### config.mk
export PLATFORM = sky130hd
export DESIGN_NAME = alu_issue_queue
export DESIGN_NICKNAME = d
export VERILOG_FILES = /design/src/rtl/alu_issue_queue.sv
export SDC_FILE = /design/constraint.sdc
export NUM_CORES = 1
export LEC_CHECK = 0
export ABC_AREA = 1
export BUFFER_PORTS_ARGS = -buffer_cell sky130_fd_sc_hd__buf_2
export CAP_MARGIN = 20
export CORE_MARGIN = 2
export CORE_UTILIZATION = 57
export DETAILED_ROUTE_END_ITERATION = 8
export PLACE_DENSITY = 0.89
export SLEW_MARGIN = 15
export SYNTH_ARGS = -nofsm -noshare
export SYNTH_HDL_FRONTEND = slang
export SYNTH_SLANG_ARGS = --single-unit
### constraint.sdc
create_clock -name i_clk -period 5 [get_ports i_clk]
set_input_delay 0.5 -clock i_clk [delete_from_list [all_inputs] [get_ports i_clk]]
set_output_delay 0.5 -clock i_clk [all_outputs]
set_load 0.02 [all_outputs]
### src/rtl/alu_issue_queue.sv
// ALU issue queue: FIFO of decoded ALU ops, head presentation, write-back tagging.
// Optional same-cycle bypass into an empty queue: define ISSUE_BYPASS_EN.
module alu_issue_queue #(
    parameter int DEPTH      = 4,
    parameter int MULDIV_GAP = 1
) (
    input  logic                     i_clk,
    input  logic                     i_rst_n,
    input  logic                     i_flush,
    input  logic                     i_valid,
    output logic                     o_ready,
    input  logic [2:0]               i_op_mode,
    input  logic [2:0]               i_func_op,
    input  logic                     i_fp_mode,
    input  logic [31:0]              i_a,
    input  logic [31:0]              i_b,
    input  logic [4:0]               i_rd,
    output logic [2:0]               o_alu_op_mode,
    output logic [2:0]               o_alu_func_op,
    output logic                     o_alu_fp_mode,
    output logic [31:0]              o_alu_a,
    output logic [31:0]              o_alu_b,
    output logic                     o_alu_stall,
    input  logic                     i_alu_stall,
    output logic                     o_wb_valid,
    output logic [4:0]               o_wb_rd,
    output logic [$clog2(DEPTH):0]   o_count
);

    localparam int PW = $clog2(DEPTH);
    localparam int BW = $clog2(MULDIV_GAP + 1);

    typedef struct packed {
        logic [2:0]  mode;
        logic [2:0]  func;
        logic        fp;
        logic [31:0] a;
        logic [31:0] b;
        logic [4:0]  rd;
    } uop_t;

    uop_t          mem [DEPTH];
    logic [PW-1:0] head;
    logic [PW-1:0] tail;
    logic [PW:0]   count;
    logic [BW-1:0] bubble;

    uop_t in_op;
    uop_t cur;
    logic push;
    logic byp;
    logic present;
    logic issue;
    logic wr;
    logic rd_pop;
    logic is_md;

    assign in_op = '{mode: i_op_mode, func: i_func_op, fp: i_fp_mode,
                     a: i_a, b: i_b, rd: i_rd};

    assign o_ready = (count != (PW+1)'(DEPTH));
    assign push    = i_valid & o_ready & ~i_flush;
    assign o_count = count;

`ifdef ISSUE_BYPASS_EN
    assign byp = (count == '0) & (bubble == '0) & push;
`else
    assign byp = 1'b0;
`endif

    assign present = ((count != '0) & (bubble == '0)) | byp;
    assign cur     = byp ? in_op : mem[head];
    assign issue   = present & ~i_alu_stall;
    // A bypassed op that issues at once never occupies a slot
    assign wr      = push & ~(byp & issue);
    assign rd_pop  = issue & ~byp;
    assign is_md   = cur.mode[2] & (cur.mode[1] | cur.mode[0]);

    always_comb begin
        o_alu_op_mode = '0;
        o_alu_func_op = '0;
        o_alu_fp_mode = 1'b0;
        o_alu_a       = '0;
        o_alu_b       = '0;
        o_alu_stall   = 1'b1;
        if (present) begin
            o_alu_op_mode = cur.mode;
            o_alu_func_op = cur.func;
            o_alu_fp_mode = cur.fp;
            o_alu_a       = cur.a;
            o_alu_b       = cur.b;
            o_alu_stall   = 1'b0;
        end
    end

    always_ff @(posedge i_clk) begin
        if (wr) begin
            mem[tail] <= in_op;
        end
    end

    always_ff @(posedge i_clk or negedge i_rst_n) begin
        if (!i_rst_n) begin
            head       <= '0;
            tail       <= '0;
            count      <= '0;
            bubble     <= '0;
            o_wb_valid <= 1'b0;
            o_wb_rd    <= '0;
        end else if (i_flush) begin
            head       <= '0;
            tail       <= '0;
            count      <= '0;
            bubble     <= '0;
            o_wb_valid <= 1'b0;
        end else begin
            if (wr) begin
                tail <= tail + PW'(1);
            end
            if (rd_pop) begin
                head <= head + PW'(1);
            end
            count <= count + (PW+1)'(wr) - (PW+1)'(rd_pop);
            // Idle gap lets the ALU see a fresh mode edge for the next start
            if (issue & is_md) begin
                bubble <= BW'(MULDIV_GAP);
            end else if (bubble != '0) begin
                bubble <= bubble - BW'(1);
            end
            o_wb_valid <= issue;
            if (issue) begin
                o_wb_rd <= cur.rd;
            end
        end
    end

endmodule

==> impl_metrics.yaml <==
floorplan:
  die_h_um: 152
  row_count: 54
  io_pins: 163
  initial_core_util_pct: 57.7
  core_mm2: 0.0216
  die-width_um: 152
  die_area_mm2: 0.0231
worst_setup_path:
  critPathBufInv: 2
  worstPathArrival_ns: 3.24
  crit_family: "buffers and inverters"
  start_kind: "register"
  worst_setup_path_end_kind: "output pin"
  cp_max_fo: 86
  criticalPathCategory: "reg -> out"
  crit_required_ns: 4.50
  cpMostUsedCell: "nor2_1"
  slowest_stage: "dfrtp_4"
  critPathMaxStageDelay_ns: 0.93
  cp_cell_sequence: "buf_4 -> nor2_1 -> nor2_1 -> o21ai_0 -> a21oi_1 -> buf_2"
clocking:
  cts_hold_buf: 1
  clk_pin_slew_ns: 0.06
  htreeDepth: 1
  cts_root_buf: "clkbuf_16"
  cts_tree: "done"
  clock_latency_ns: 0.54
  cts.sinks: 318
  cts_setup_buffers: 0
  clk_path_buf_depth: 3
  cts_buffers: 31
  cts_resized: 0
logic_synthesis:
  synth_top_area_share_pct: 73.2
  synth-async-reset-ratio_pct: 4.40
  synth_top_area_cell: "edfxtp_1"
  synth_seq_area_share_pct: 76.0
  yosys.area_share.adder_pct: 0.662
  synth-compound-area-share_pct: 8.71
  synth-seq-cells: 318
  synth_xor_area_share_pct: 0.211
  yosys.area_share.simple_pct: 11.3
  synth_most_common_cell: "nor2_1"
  synth_flop_cell: "edfxtp_1"
  syn_inst: 987
  netlist_top_cells_area: "edfxtp_1 (73%), nor2_1 (9.3%), o21ai_0 (4.7%)"
  yosys_warnings: 0
  synth_edf_count: 304
  postSynthNetCount: 1074
  avgSynthCellArea_um2: 12.6
  synth_cell_types: 23
  yosys-top-cells-count: "nor2_1 (308), edfxtp_1 (304), o21ai_0 (117)"
  synthMuxAreaShare_pct: 0
  synth_top_family_by_area: "simple AND/OR/NAND/NOR gates"
  syn_area_mm2: 0.0125
timing:
  worst_pin_slew_ns: 1.01
  fmax_ghz: 0.268
  finalHoldViolCount: 0
  fin_crit_ns: 3.74
  finalSetupTns_ns: 0
  finalCritPeriodShare_pct: 74.7
  rsz0062_at_grt: "false"
  fin_skew_ns: 0.00770
  slew_viol_final: 0
  slew_headroom_pct: 32.2
  final-setup-viol-count: 0
routing:
  wl_mm: 26.1
  drt_first_pass_iters: 5
  drc: 0
  drt-met1-wl_mm: 10.4
  met2_length_mm: 13.2
  top_layer: "met5"
  dr_wl_met3_mm: 1.97
  vias_per_cell: 5.50
  num_vias: 7962
  postRouteAntennaNets: 0
  drt_iter0_drc: 702
  wire_per_inst_um: 18.0
pwr:
  p_leak_nw: 5.41
  p_comb_share_pct: 30.1
  irDropWorstVdd_mv: 0.334
  internal_power_w: 0.00524
  p_sw_w: 0.00276
  powerDensity_mw_per_mm2: 548
  p_sw_share_pct: 34.5
  seq_power_share_pct: 40.5
  power_frac_clock_pct: 29.4
placed_design:
  hpwl_mm: 14.7
  dp_cells: 1384
  dpl_cell_area_mm2: 0.0135
  gp_congestion: 0.741
  numPortBuffers: 162
grt:
  grt_max_degree: 120
  grt_pass1_vias: 7939
  grt.total_usage_pct: 22.1
  grt_pass1_wl_mm: 40.7
  grt-ovfl-total: 0
  antenna_found_initial: 6
cells_and_area:
  drive_gt1_share_pct: 20.4
  multi_input_area_mm2: 0.00264
  area_growth_pct: 17.1
  layout.nets: 1227
  final_area_mm2: 0.0146
  regArea_mm2: 0.00949
  instances_no_fill: 1447
  n_fill_cell: 1457
job:
  cap_violations: 0
run_status:
  status: "finished clean"
hold_path:
  hold_class: "in -> reg"
[logic make-up after synthesis]
group / after synthesis
xor+xnor: 3
flops: 318
simple gates: 368
fa+ha+maj: 6
compound gates: 217
buf+inv: 75
[flip-flops by register name, summed over array words and instances, names as in the netlist]
register and cells:
o_wb_rd 5, o_wb_valid 1, tail 2, head 2, o_count 3, bubble 1
mem 304
[cell type report]
cell class / count / share of cell area (%)
clock buffers: 37 / 5.67
repair buffers: 177 / 6.82
flip-flops and latches: 318 / 65.0
inverters: 18 / 0.480
clock inverters: 19 / 1.53
diodes: 4 / 0.0686
multi-input cells: 594 / 18.0
well taps: 280 / 2.40
[worst paths after layout]
check / cells past startpoint / slack, ns / endpoint / start
min in group asynchronous: 2 / 0.39 / o_count[0] / i_rst_n
worst max-delay path: 6 / 1.26 / o_alu_b[21] / head[0]
max in group asynchronous: 2 / 4.33 / head[0] / i_rst_n
worst min-delay path: 1 / 0.17 / mem[1][8] / i_b[3]
worst max register to register: 7 / 2.45 / bubble / head[0]
worst min register to register: 2 / 0.48 / o_wb_rd[2] / o_wb_rd[2]
[layer usage]
layer | vias up | track usage (%)
li1 | 3775 | -
met1 | 3833 | 28.6
met2 | 308 | 37.8
met3 | 40 | 4.62
met4 | 6 | 7.21
met5 | - | 0
[power by group through the flow]
| stage | clock [W] | sequential (W) | combinational (W) |
|---|---|---|---|
| floorplan | 0 | 0.00326 | 0.00167 |
| global placement | 0 | 0.00329 | 0.00231 |
| detailed placement | 0 | 0.00330 | 0.00237 |
| CTS | 0.00239 | 0.00324 | 0.00239 |
| global route | 0.00249 | 0.00326 | 0.00264 |
| finish | 0.00235 | 0.00324 | 0.00241 |
[cells in the final DEF, fill, tap and decap left out, types with 3 or more instances in the layout]
master,n
clkbuf_8,3
clkinv_2,6
o21ai_1,31
clkbuf_1,3
buf_4,9
clkinv_1,5
bufinv_16,5
ha_1,5
a21oi_1,69
buf_12,4
edfxtp_1,304
dfrtp_1,12
nand2_1,46
inv_1,16
nand3_1,8
diode_2,4
buf_2,162
o21ai_0,117
clkbuf_16,31
nor2_1,304
nor2_4,4
[worst register-to-register path: stages, from the launching register on]
cell     delay (ns)
dfrtp_4        0.93
buf_4          0.87
nand2_1        0.15
nand3_1        0.12
nand2_1        0.14
nand2_1        0.12
inv_1          0.05
nor2_1         0.10
[stage by stage]
step	hold slack [ns]	worst slack, ns	util [%]	total power [W]
after global routing	0.158	1.05	67.5	0.00839
final	0.170	1.26	67.5	0.00800
after detailed placement	0.422	1.77	62.3	0.00567
after floorplan	0.204	0.163	-	0.00493
after CTS	0.149	1.17	67.3	0.00802
after global placement	0.411	1.86	62.3	0.00560
(Power assumes the default switching activity.)
